$ cat src/rtl/div4s_seq.sv
// div4s_seq: sign-magnitude restoring divider, 8-bit dividend by 4-bit divisor, one quotient bit per cycle.
module div4s_seq (
  input  logic       clk,
  input  logic       rst,
  input  logic       start,
  input  logic [7:0] a_mag,
  input  logic       a_sign,
  input  logic [3:0] b_mag,
  input  logic       b_sign,
  output logic [7:0] q_mag,
  output logic       q_sign,
  output logic [3:0] r_mag,
  output logic       r_sign,
  output logic       busy,
  output logic       done,
  output logic       div0
);
  typedef enum logic [1:0] {IDLE, RUN, DONE} state_t;
  state_t state, state_nx;
  logic [7:0] a_r, q_w, q_nx;
  logic [3:0] b_r;
  logic       as_r, bs_r, ge;
  logic [2:0] cnt;
  logic [4:0] pr, pr_sh, pr_nx;
  assign pr_sh = {pr[3:0], a_r[7]};
  assign ge    = pr_sh >= {1'b0, b_r};
  assign pr_nx = ge ? pr_sh - {1'b0, b_r} : pr_sh;
  assign q_nx  = {q_w[6:0], ge};
  always_comb begin
    state_nx = state;
    busy = state == RUN;
    done = state == DONE;
    if (state == IDLE && start) state_nx = b_mag == 4'd0 ? DONE : RUN;
    else if (state == RUN && cnt == 3'd0) state_nx = DONE;
    else if (state == DONE) state_nx = IDLE;
  end
  always_ff @(posedge clk) begin
    if (rst) begin
      state <= IDLE;
      a_r <= '0;
      q_w <= '0;
      b_r <= '0;
      as_r <= 1'b0;
      bs_r <= 1'b0;
      cnt <= '0;
      pr <= '0;
      q_mag <= '0;
      q_sign <= 1'b0;
      r_mag <= '0;
      r_sign <= 1'b0;
      div0 <= 1'b0;
    end else begin
      state <= state_nx;
      if (state == IDLE && start) begin
        a_r <= a_mag;
        as_r <= a_sign;
        b_r <= b_mag;
        bs_r <= b_sign;
        cnt <= 3'd7;
        pr <= '0;
        q_w <= '0;
        if (b_mag == 4'd0) begin
          q_mag <= '0;
          q_sign <= 1'b0;
          r_mag <= '0;
          r_sign <= 1'b0;
          div0 <= 1'b1;
        end
      end else if (state == RUN) begin
        a_r <= {a_r[6:0], 1'b0};
        pr <= pr_nx;
        q_w <= q_nx;
        cnt <= cnt - 3'd1;
        if (cnt == 3'd0) begin
          q_mag <= q_nx;
          q_sign <= (as_r ^ bs_r) & (|q_nx);
          r_mag <= pr_nx[3:0];
          r_sign <= as_r & (|pr_nx[3:0]);
          div0 <= 1'b0;
        end
      end
    end
  end
endmodule

$ cat config.mk
export PLATFORM = sky130hd
export DESIGN_NAME = div4s_seq
export DESIGN_NICKNAME = d
export VERILOG_FILES = /design/src/rtl/div4s_seq.sv
export SDC_FILE = /design/constraint.sdc
export NUM_CORES = 1
export LEC_CHECK = 0
export BUFFER_PORTS_ARGS = -buffer_cell sky130_fd_sc_hd__buf_4
export CAP_MARGIN = 10
export CORE_MARGIN = 2
export CORE_UTILIZATION = 55
export DETAILED_ROUTE_END_ITERATION = 8
export PLACE_DENSITY = 0.79
export SKIP_CTS_REPAIR_TIMING = 1
export SLEW_MARGIN = 10
export SYNTH_ARGS = -nofsm -noshare
export SYNTH_HDL_FRONTEND = slang
export SYNTH_SLANG_ARGS = --single-unit
$ cat constraint.sdc
create_clock -name clk -period 1.92 [get_ports clk]
set_input_delay 0.096 -clock clk [delete_from_list [all_inputs] [get_ports clk]]
set_output_delay 0.096 -clock clk [all_outputs]
set_load 0.02 [all_outputs]
; Word level (Yosys, flattened, before mapping)
; Index checks and enable logic that the tools add are counted.
; W data, S select, Z words.
[totals]
out_inout_bits = 17
input_bits = 17
reg_bits = 45
word_cells = 62
[classes]
n_bitwise = 3
add_sub_neg = 2
n_eq_ne = 3
muxes = 28
order_cmp = 1
reduce_logical = 12
[op_table]
columns = cell, count
row1 = $mux W8, 6
row2 = $mux W4, 5
row3 = $mux W1, 11
row4 = $mux W2, 4
row5 = $reduce_or A8 Y1, 1
row6 = $mux W3, 2
row7 = $ge A5 B4 Y1, 1
row8 = $logic_not A4 Y1, 1
row9 = $reduce_bool A2 Y1, 2
row10 = $reduce_or A4 Y1, 1
row11 = $sub A4 B4 Y4, 1
row12 = $logic_not A3 Y1, 1
row13 = $reduce_and A3 Y1, 1
row14 = $reduce_bool A3 Y1, 1
row15 = $sub A3 B1 Y3 const B, 1
row16 = $and A1 B1 Y1, 2
row17 = $eq A2 B1 Y1 const B, 1
row18 = $eq A2 B2 Y1 const B, 1
row19 = $logic_and A1 B1 Y1, 2
row20 = $logic_not A2 Y1, 1
row21 = $ne A2 B1 Y1 const B, 1
row22 = $reduce_or A2 Y1, 1
row23 = $xor A1 B1 Y1, 1

; Longest topological paths before layout
; Gate-level depths: netlist (run 1).
[depth]
depth_word = 7
depth_mapped = 8
mapped_depth_nobuf = 8

; Worst setup path before layout (run 1)
; OpenSTA, ideal clock, no wires.
[synth_path]
kind = register to register
from = register a_r[7]
to = register r_sign
arrival_ns = 1.474
synth_period_minus_slack_ns = 1.607
n_path_buf = 0
path_stages_with_launch = 9
required_ns = 1.787
path_slack_ns = 0.313
setup_ns = 0.133
cell_sequence = dfxtp_1 > inv_1 > ha_1 > inv_1 > fa_1 > nor2b_1 > nand4_1 > o41ai_1 > a311oi_1
[synth_between]
elab_chain_len = 7
elab_cells_between_ends = 8
classes_between = 1 x add/sub / 1 x order compare / 4 x mux / 1 x bitwise / 1 x reduce/logical
[synth_lines]
columns = item, line
row1 = "start, declared", 20  ; logic [7:0] a_r, q_w, q_nx;
row2 = "start signal, assigned", 55  ; a_r <= a_mag;
row3 = "start signal, assigned", 70  ; a_r <= {a_r[6:0], 1'b0};
row4 = $sub A4 B4 Y4 / $ge A5 B4 Y1 (equally long branches), "27, 26"
row5 = $mux W4 *, 27  ; assign pr_nx = ge ? pr_sh - {1'b0, b_r} : pr_sh;
row6 = $reduce_or A4 Y1 *, 78  ; r_sign <= as_r & (|pr_nx[3:0]);
row7 = $and A1 B1 Y1 *, 78
row8 = $mux W1 *, 74  ; if (cnt == 3'd0) begin
row9 = $mux W1 *, 69  ; end else if (state == RUN) begin
row10 = $mux W1 *, 54  ; if (state == IDLE && start) begin
row11 = "end signal, assigned", 78
row12 = "end, declared", 13  ; output logic r_sign,
; Mark *: on every way between the ends. The rest lies on a longest branch, timed or not. The select of a mux whose other input is x is not followed.
; A chain may end at the register's enable or synchronous reset.

; Worst setup path after layout (run 1)
; Ends and elaborated chain as after synthesis.

==> results.yml, run 1 <==
status:
  status: "complete, no violations"
synth:
  synth.area.top_cells: "dfxtp_1 44%, nand2_1 9.6%, a21oi_1 5.6%"
  yosysTopAreaCellShare: 0.437
  synth_nets: 267
  synth_top_cell_by_area: "dfxtp_1"
  synthesis.area_um2: 2060
  ys_types: 45
  synthCells: 243
  synthArstFlopShare: 0
  synthTopCellsByCount: "53 x nand2_1, 45 x dfxtp_1, 24 x nor2_1, 23 x a21oi_1, 8 x a311oi_1"
  ys_seq_area_frac: 0.437
  post-synth-top-count-cell: "nand2_1"
  yosysWarnings: 0
  synth-seq-cells: 45
  synth_edf_count: 0
  syn_area_per_cell_um2: 8.49
  synthFlopType: "dfxtp_1"
clock_network:
  cts_tree: "built"
  clock_sinks: 45
  h-tree-depth: 2
  path_clk_slew_ns: 0.09
  cts_max_path_buffers: 2
  root_buffer: "clkbuf_8"
  clk_latency_ns: 0.30
  cts_buffers: 5
power:
  p_per_area_nw_per_um2: 919
  p_leak_nw: 0.968
  vdd_drop_max_v: 0.000599
critical_path:
  critPathArrivalTime_ns: 2.02
  cp_top_family: "compound AO/OA/AOI/OAI gates"
  reg2reg_from: "a_r[7]"
  cpMaxStageDelayCell: "dfxtp_1"
  critical_path_buf_inv_count: 1
  r2r_end: "r_sign"
  reg2regPathDepth: 7
  worst-setup-path-type: "reg2reg"
  critical_path.cell_chain: "inv_1 -> ha_1 -> nor2b_1 -> o21a_1 -> nor2_2 -> o41ai_1 -> a311oi_1"
  reg2reg_slack_ns: 0.12
  cp.required_ns: 2.14
  start_kind: "flip-flop"
  cp_max_fo: 8
  cp_slowest_stage_delay_ns: 0.41
  end_kind: "flip-flop"
route:
  drc: 0
  detail_route.wl_per_cell_um: 13.4
  routed_via_density: 5.47
  wirelength_um: 4420
  ant_nets: 0
  firstDrtPassIters: 4
  drt_iter0_drc: 87
  via_count: 1798
cells_and_area:
  area_growth_pct: 20.3
  drive_gt1_frac: 0.228
  diodes: 0
  final_util: 0.683
  final_nets: 304
grt:
  first_global_vias: 1578
  grt_first_pass_wirelength_um: 7270
  grt-ovfl-total: 0
  grtUsageTotal: 0.219
  antenna_found_initial: 0
  grt_max_degree: 37
placement:
  gp_congestion: 0.823
  io_buffers: 33
  dp_hpwl_um: 3160
  place_ws_ns: 0.157
hold_path:
  hold_end: "as_r"
  min_from: "a_sign"
  hp-class: "in2reg"
  min_path_cells: 3
sta:
  fin_ws_ns: 0.122
  fin_skew_ns: 0.00690
  rsz0062_at_grt: "false"
  tns_ns: 0
  period_share: 0.937
  worst_slew_pin_slew_ns: 0.475
  drv_slew: 0
  post-route-min-period_ns: 1.80
  holdWs_ns: 0.0353
  hold_viol: 0
  relSlewSlack: 0.683
  finalSetupViolations: 0
  fmax_ghz: 0.556
floorplanning:
  core_area_um2: 3630
  dieArea_um2: 4250
  die_w_um: 65.2
  die_height_um: 65.2
  start_util: 0.567
  io_pins: 34
  num_rows: 22
run:
  drv_cap: 0
metal layers:
layer | global-route usage | wire length (µm) | vias up
met1 | 0.316 | 2100 | 842
met5 | 0 | 0 | -
met4 | 0.0547 | 35 | 0
met2 | 0.337 | 2140 | 35
li1 | - | - | 916
met3 | 0.0411 | 144 | 5
how the worst max path moves through the flow:
stage	from	end	slack (ns)	cells past startpoint
3_3_place_gp	a_r[7]	r_sign	0.19	8
2_1_floorplan	a_r[7]	r_sign	0.31	8
4_1_cts	state[0]	busy	0.13	5
6_report	a_r[7]	r_sign	0.12	7
3_5_place_dp	a_r[7]	r_sign	0.16	7
5_1_grt	a_r[7]	r_sign	0.009	7
per-stage QoR:
stage	cells	instance area [µm²]	total power, mW
floorplan	243	2060	1.43
global placement	321	2370	1.57
detailed placement	321	2370	1.57
CTS	329	2480	2.28
global route	329	2480	2.39
finish	329	2480	2.28
state kept, by name, summed over array words and instances, names as in the netlist, 2 cells and up:
register / count
a_r: 8
q_mag: 8
q_w: 7
b_r: 4
pr: 4
r_mag: 4
cnt: 3
state: 2
report_power, final:
part / total (mW) / internal [mW] / switching, mW / leakage (nW)
combinational: 0.517 / 0.212 / 0.305 / 0.545
clock: 0.728 / 0.391 / 0.336 / 0.0554
sequential: 1.04 / 0.992 / 0.0433 / 0.367
total: 2.28 / 1.60 / 0.685 / 0.968
layout by cell type (no fill, tap or decap), types with 2 or more instances in the layout:
cell type	synthesis	final
a22oi_2	4	4
nand3_1	6	6
a21oi_1	23	23
nor2_1	24	24
a311oi_1	8	8
nor2b_1	2	2
o21ai_0	2	2
a22oi_1	6	6
nor4_2	2	2
a211oi_1	2	2
nand2_1	53	53
nor3_1	3	3
nand2b_1	3	3
inv_2	2	2
dfxtp_1	45	45
buf_4	1	44
xor2_1	2	2
xnor2_1	2	2
nand3b_1	2	2
inv_1	7	7
clkbuf_8	0	5
and2_1	2	2
ha_1	6	6
o21ai_1	2	2
o211ai_1	4	4
worst min-delay path: cells and delay by family:
| family | cells | cell delay [ns] |
|---|---|---|
| AOI/OAI and AO/OA | 1 | 0.05 |
| buffers and inverters | 1 | 0.11 |
| and+or+nand+nor | 1 | 0.04 |
cell families after synthesis:
kind of cell / Yosys count / share of synthesized area
flip-flops: 45 / 0.437
buffers and inverters: 23 / 0.0564
XOR/XNOR: 4 / 0.0170
AND/OR/NAND/NOR: 104 / 0.232
adder cells (fa/ha/maj): 7 / 0.0461
AO/OA/AOI/OAI: 60 / 0.211
layout make-up:
class	count	area, µm²
sequential	45	901
timing repair buffer	44	330
fill	315	1150
inverter	9	33.8
tap	48	60.1
clock buffer	6	72.6
clock inverter	2	38.8
multi-input combinational	175	1040
Note: power is estimated with default switching activity, not from simulation.
==> run 2: changes to the inputs <==
--- a/config.mk
+++ b/config.mk
@@ -8,9 +8,9 @@
 export BUFFER_PORTS_ARGS = -buffer_cell sky130_fd_sc_hd__buf_4
 export CAP_MARGIN = 10
 export CORE_MARGIN = 2
-export CORE_UTILIZATION = 55
+export CORE_UTILIZATION = 23
 export DETAILED_ROUTE_END_ITERATION = 8
-export PLACE_DENSITY = 0.79
+export PLACE_DENSITY = 0.4
 export SKIP_CTS_REPAIR_TIMING = 1
 export SLEW_MARGIN = 10
 export SYNTH_ARGS = -nofsm -noshare
==> run 2 against run 1 <==
- critical path depth did not move
- count of clock-buffer cells in the layout fell by 1
- sequential cell count did not move
- utilization fell by 39 points
- total power fell by 5.0%
- non-clock buffer count did not move
- worst setup slack got worse by 0.038 ns
- largest power group unchanged
- largest cell class unchanged
- cell count rose by 18%
- die area rose by 130%
- via count fell by 1.8%
- clock power fell by 19%
==> results.yml, run 2 (synthesis results as in run 1) <==
floorplanning:
  die_w_um: 98.7
  die_height_um: 98.7
  io_pins: 34
  core_area_um2: 8720
  num_rows: 34
  start_util: 0.236
  dieArea_um2: 9740
sta:
  finalSetupViolations: 0
  worst_slew_pin_slew_ns: 0.458
  period_share: 0.956
  rsz0062_at_grt: "true"
  drv_slew: 0
  relSlewSlack: 0.692
  fmax_ghz: 0.545
  post-route-min-period_ns: 1.84
  fin_skew_ns: 0.00361
  tns_ns: 0
  hold_viol: 0
grt:
  grtUsageTotal: 0.110
  first_global_vias: 1698
  antenna_found_initial: 0
  grt-ovfl-total: 0
  grt_max_degree: 37
  grt_first_pass_wirelength_um: 8580
clock_network:
  cts_buffers: 5
  h-tree-depth: 2
  clk_latency_ns: 0.30
  path_clk_slew_ns: 0.09
  root_buffer: "clkbuf_8"
  cts_max_path_buffers: 2
  cts_tree: "built"
  clock_sinks: 45
cells_and_area:
  reg_top3: "a_r: 8 flops, q_mag: 8 flops, q_w: 7 flops"
  final_util: 0.292
  final_nets: 304
  mostFrequentLayoutCells: "53 x nand2_1, 45 x dfxtp_1, 44 x buf_4, 24 x nor2_1, 23 x a21oi_1"
  layout_commonest_cell: "nand2_1"
  multiInputGateArea_um2: 1060
  area_growth_pct: 23.4
  num-fill-cells: 960
  diodes: 0
  drive_gt1_frac: 0.235
  seq_area_um2: 901
critical_path:
  critical_path.cell_chain: "inv_1 -> ha_1 -> nor2b_1 -> o21ai_0 -> nand3_1 -> a21o_1 -> a21oi_1"
  worst-setup-path-type: "reg2reg"
  critPathArrivalTime_ns: 2.07
  start_kind: "flip-flop"
  cp-startpoint: "a_r[7]"
  cpMaxStageDelayCell: "dfxtp_1"
  reg2reg_from: "a_r[7]"
  reg2reg_slack_ns: 0.08
  cp_max_fo: 5
  cp.required_ns: 2.15
  cp_slowest_stage_delay_ns: 0.41
  end_kind: "flip-flop"
route:
  drc: 0
  firstDrtPassIters: 4
  detail_route.wl_per_cell_um: 13.4
  ant_nets: 0
  routed_via_density: 4.54
  wirelength_um: 5230
  drt_iter0_drc: 73
  via_count: 1766
placement:
  io_buffers: 33
  dp_hpwl_um: 3810
  gp_congestion: 0.785
power:
  p_per_area_nw_per_um2: 852
  p_leak_nw: 0.964
  vdd_drop_max_v: 0.000315
run:
  drv_cap: 0
status:
  status: "complete, no violations"
hold_path:
  min_from: "b_sign"
  hp-class: "in2reg"
run 2: routing by layer:
layer | wire [µm] | track usage | vias up
li1 | - | - | 915
met2 | 2340 | 0.168 | 21
met1 | 2670 | 0.156 | 825
met5 | 0 | 0 | -
met4 | 80 | 0.0379 | 0
met3 | 141 | 0.0191 | 5
run 2: final timing paths:
path                   end  cells past startpoint
setup reg to reg  r_mag[1]                      7
hold / removal        bs_r                      3
setup / recovery  r_mag[1]                      7
hold reg to reg   r_mag[1]                      2
run 2: worst max-delay path, delay by kind of cell (launching register included):
kind	cells	cell delay [ns]
AO/OA/AOI/OAI	3	0.72
flip-flops	1	0.41
adder cells (fa/ha/maj)	1	0.32
AND/OR/NAND/NOR	2	0.26
buffers and inverters	1	0.06
run 2: through the flow:
stage	total power, mW	instances	area, µm²	setup WS (ns)	hold slack, ns
after global routing	2.32	389	2540	-0.0301	0.0411
after floorplan	1.43	243	2060	0.313	0.232
after global placement	1.60	381	2440	0.129	0.355
after CTS	2.19	389	2530	0.0583	0.0396
after detailed placement	1.59	381	2440	0.116	0.367
final	2.17	389	2540	0.0837	0.0464
run 2: layout make-up:
cell class / instances / share of cell area
multi-input cells: 175 / 0.416
inverters: 9 / 0.0133
clock inverters: 3 / 0.00689
well taps: 108 / 0.0531
flip-flops and latches: 45 / 0.354
repair buffers: 44 / 0.130
clock buffers: 5 / 0.0271
run 2: power breakdown:
part	internal, mW	total, mW	switching, mW
sequential	0.992	1.04	0.0438
combinational	0.220	0.544	0.325
clock	0.252	0.587	0.335
==> run 3: changes to the inputs <==
--- a/config.mk
+++ b/config.mk
@@ -8,9 +8,9 @@
 export BUFFER_PORTS_ARGS = -buffer_cell sky130_fd_sc_hd__buf_4
 export CAP_MARGIN = 10
 export CORE_MARGIN = 2
-export CORE_UTILIZATION = 23
+export CORE_UTILIZATION = 35
 export DETAILED_ROUTE_END_ITERATION = 8
-export PLACE_DENSITY = 0.4
+export PLACE_DENSITY = 0.55
 export SKIP_CTS_REPAIR_TIMING = 1
 export SLEW_MARGIN = 10
 export SYNTH_ARGS = -nofsm -noshare
==> run 3 against run 2 <==
- clock power rose by 27%
- critical path depth is the same
- first-iteration DRC count rose by 33%
- sequential power barely moved
- wire length shrank 11%
- die area is 33% lower
- largest power group unchanged
==> results.yml, run 3 (synthesis results as in run 1) <==
cells_and_area:
  diodes: 0
  final_nets: 301
  reg_top3: "a_r: 8 flops, q_mag: 8 flops, q_w: 7 flops"
  area_growth_pct: 22.0
  layout_commonest_cell: "nand2_1"
  mostFrequentLayoutCells: "53 x nand2_1, 44 x dfxtp_1, 41 x buf_4, 24 x nor2_1, 23 x a21oi_1"
  num-fill-cells: 607
  drive_gt1_frac: 0.230
  final_util: 0.448
grt:
  grt-ovfl-total: 0
  first_global_vias: 1719
  antenna_found_initial: 0
  grtUsageTotal: 0.162
  grt_max_degree: 37
  grt_first_pass_wirelength_um: 8140
sta:
  post-route-min-period_ns: 1.78
  hold_viol: 0
  fin_skew_ns: 0.00647
  holdWs_ns: 0.0486
  rsz0062_at_grt: "true"
  worst_slew_pin_slew_ns: 0.446
  relSlewSlack: 0.703
  fmax_ghz: 0.563
  drv_slew: 0
  finalSetupViolations: 0
  period_share: 0.925
run:
  drv_cap: 0
critical_path:
  cp_max_fo: 3
  end_kind: "flip-flop"
  critPathArrivalTime_ns: 1.99
  cp.required_ns: 2.13
  worst-setup-path-type: "reg2reg"
  start_kind: "flip-flop"
floorplanning:
  core_area_um2: 5610
  num_rows: 27
  start_util: 0.368
  die_w_um: 80.8
  dieArea_um2: 6520
  die_height_um: 80.8
  io_pins: 34
route:
  ant_nets: 0
  drc: 0
  firstDrtPassIters: 6
  via_count: 1768
  drt_iter0_drc: 97
  wirelength_um: 4680
  routed_via_density: 5.05
  detail_route.wl_per_cell_um: 13.4
clock_network:
  clk_latency_ns: 0.30
  root_buffer: "clkbuf_8"
  cts_buffers: 5
  clock_sinks: 45
  cts_max_path_buffers: 2
  h-tree-depth: 2
  path_clk_slew_ns: 0.09
  cts_tree: "built"
placement:
  io_buffers: 33
  gp_congestion: 0.866
  dp_hpwl_um: 3330
status:
  status: "complete, no violations"
power:
  vdd_drop_max_v: 0.000531
  p_leak_nw: 0.970
  p_per_area_nw_per_um2: 920
hold_path:
  hp-class: "in2reg"
==> run 3: cell types whose count changed in the layout (fill, tap and decap cells not counted), sizes merged <==
| cell | previous run | this run |
|---|---|---|
| buf | 44 | 41 |
| bufinv | 0 | 1 |
| clkbuf | 5 | 7 |
| clkinv | 2 | 0 |
| clkinvlp | 1 | 0 |
==> run 3: critical path: stages, from the launching register on <==
cell and delay (ns):
dfxtp_1 0.33, inv_1 0.07, ha_1 0.22, nor4_2 0.29, o21a_1 0.26, o21ai_1 0.09, o211a_1 0.18, a211oi_1 0.24
==> run 3: path summary, 6_finish.rpt <==
| kind | slack, ns | endpoint | cells after the start | start |
|---|---|---|---|---|
| hold reg to reg | 0.45 | r_mag[0] | 2 | r_mag[0] |
| setup / recovery | 0.14 | pr[3] | 7 | b_r[1] |
| hold / removal | 0.05 | bs_r | 3 | b_sign |
| setup reg to reg | 0.14 | pr[3] | 7 | b_r[1] |
==> run 3: stage by stage <==
step	power, mW	setup TNS [ns]	cells	worst slack, ns	instance area, µm²
after detailed placement	1.57	0	342	0.104	2380
after global placement	1.57	0	342	0.156	2380
after floorplan	1.43	0	243	0.313	2060
after global routing	2.45	-0.00867	350	-0.00867	2510
after CTS	2.31	0	350	0.0847	2490
final	2.31	0	350	0.144	2510
==> run 3: report_power, final <==
| group | switching [mW] | internal (mW) | total (mW) |
|---|---|---|---|
| logic | 0.318 | 0.216 | 0.534 |
| registers | 0.0432 | 0.992 | 1.04 |
| clock network | 0.319 | 0.425 | 0.744 |
| total | 0.680 | 1.63 | 2.31 |
==> run 3: routing by layer <==
metal | share of wire | track usage | vias up
li1 | - | - | 912
met1 | 0.52 | 0.229 | 821
met2 | 0.43 | 0.246 | 30
met3 | 0.034 | 0.0289 | 5
met4 | 0.014 | 0.0610 | 0
met5 | 0 | 0 | -
==> run 3: layout make-up <==
| type | count | area, µm² | area share |
|---|---|---|---|
| clock buffers | 7 | 86.3 | 0.0343 |
| clock inverters | 1 | 30.0 | 0.0119 |
| inverters | 9 | 33.8 | 0.0134 |
| multi-input cells | 175 | 1060 | 0.423 |
| flip-flops and latches | 45 | 902 | 0.359 |
| well taps | 72 | 90.1 | 0.0358 |
| repair buffers | 41 | 308 | 0.122 |
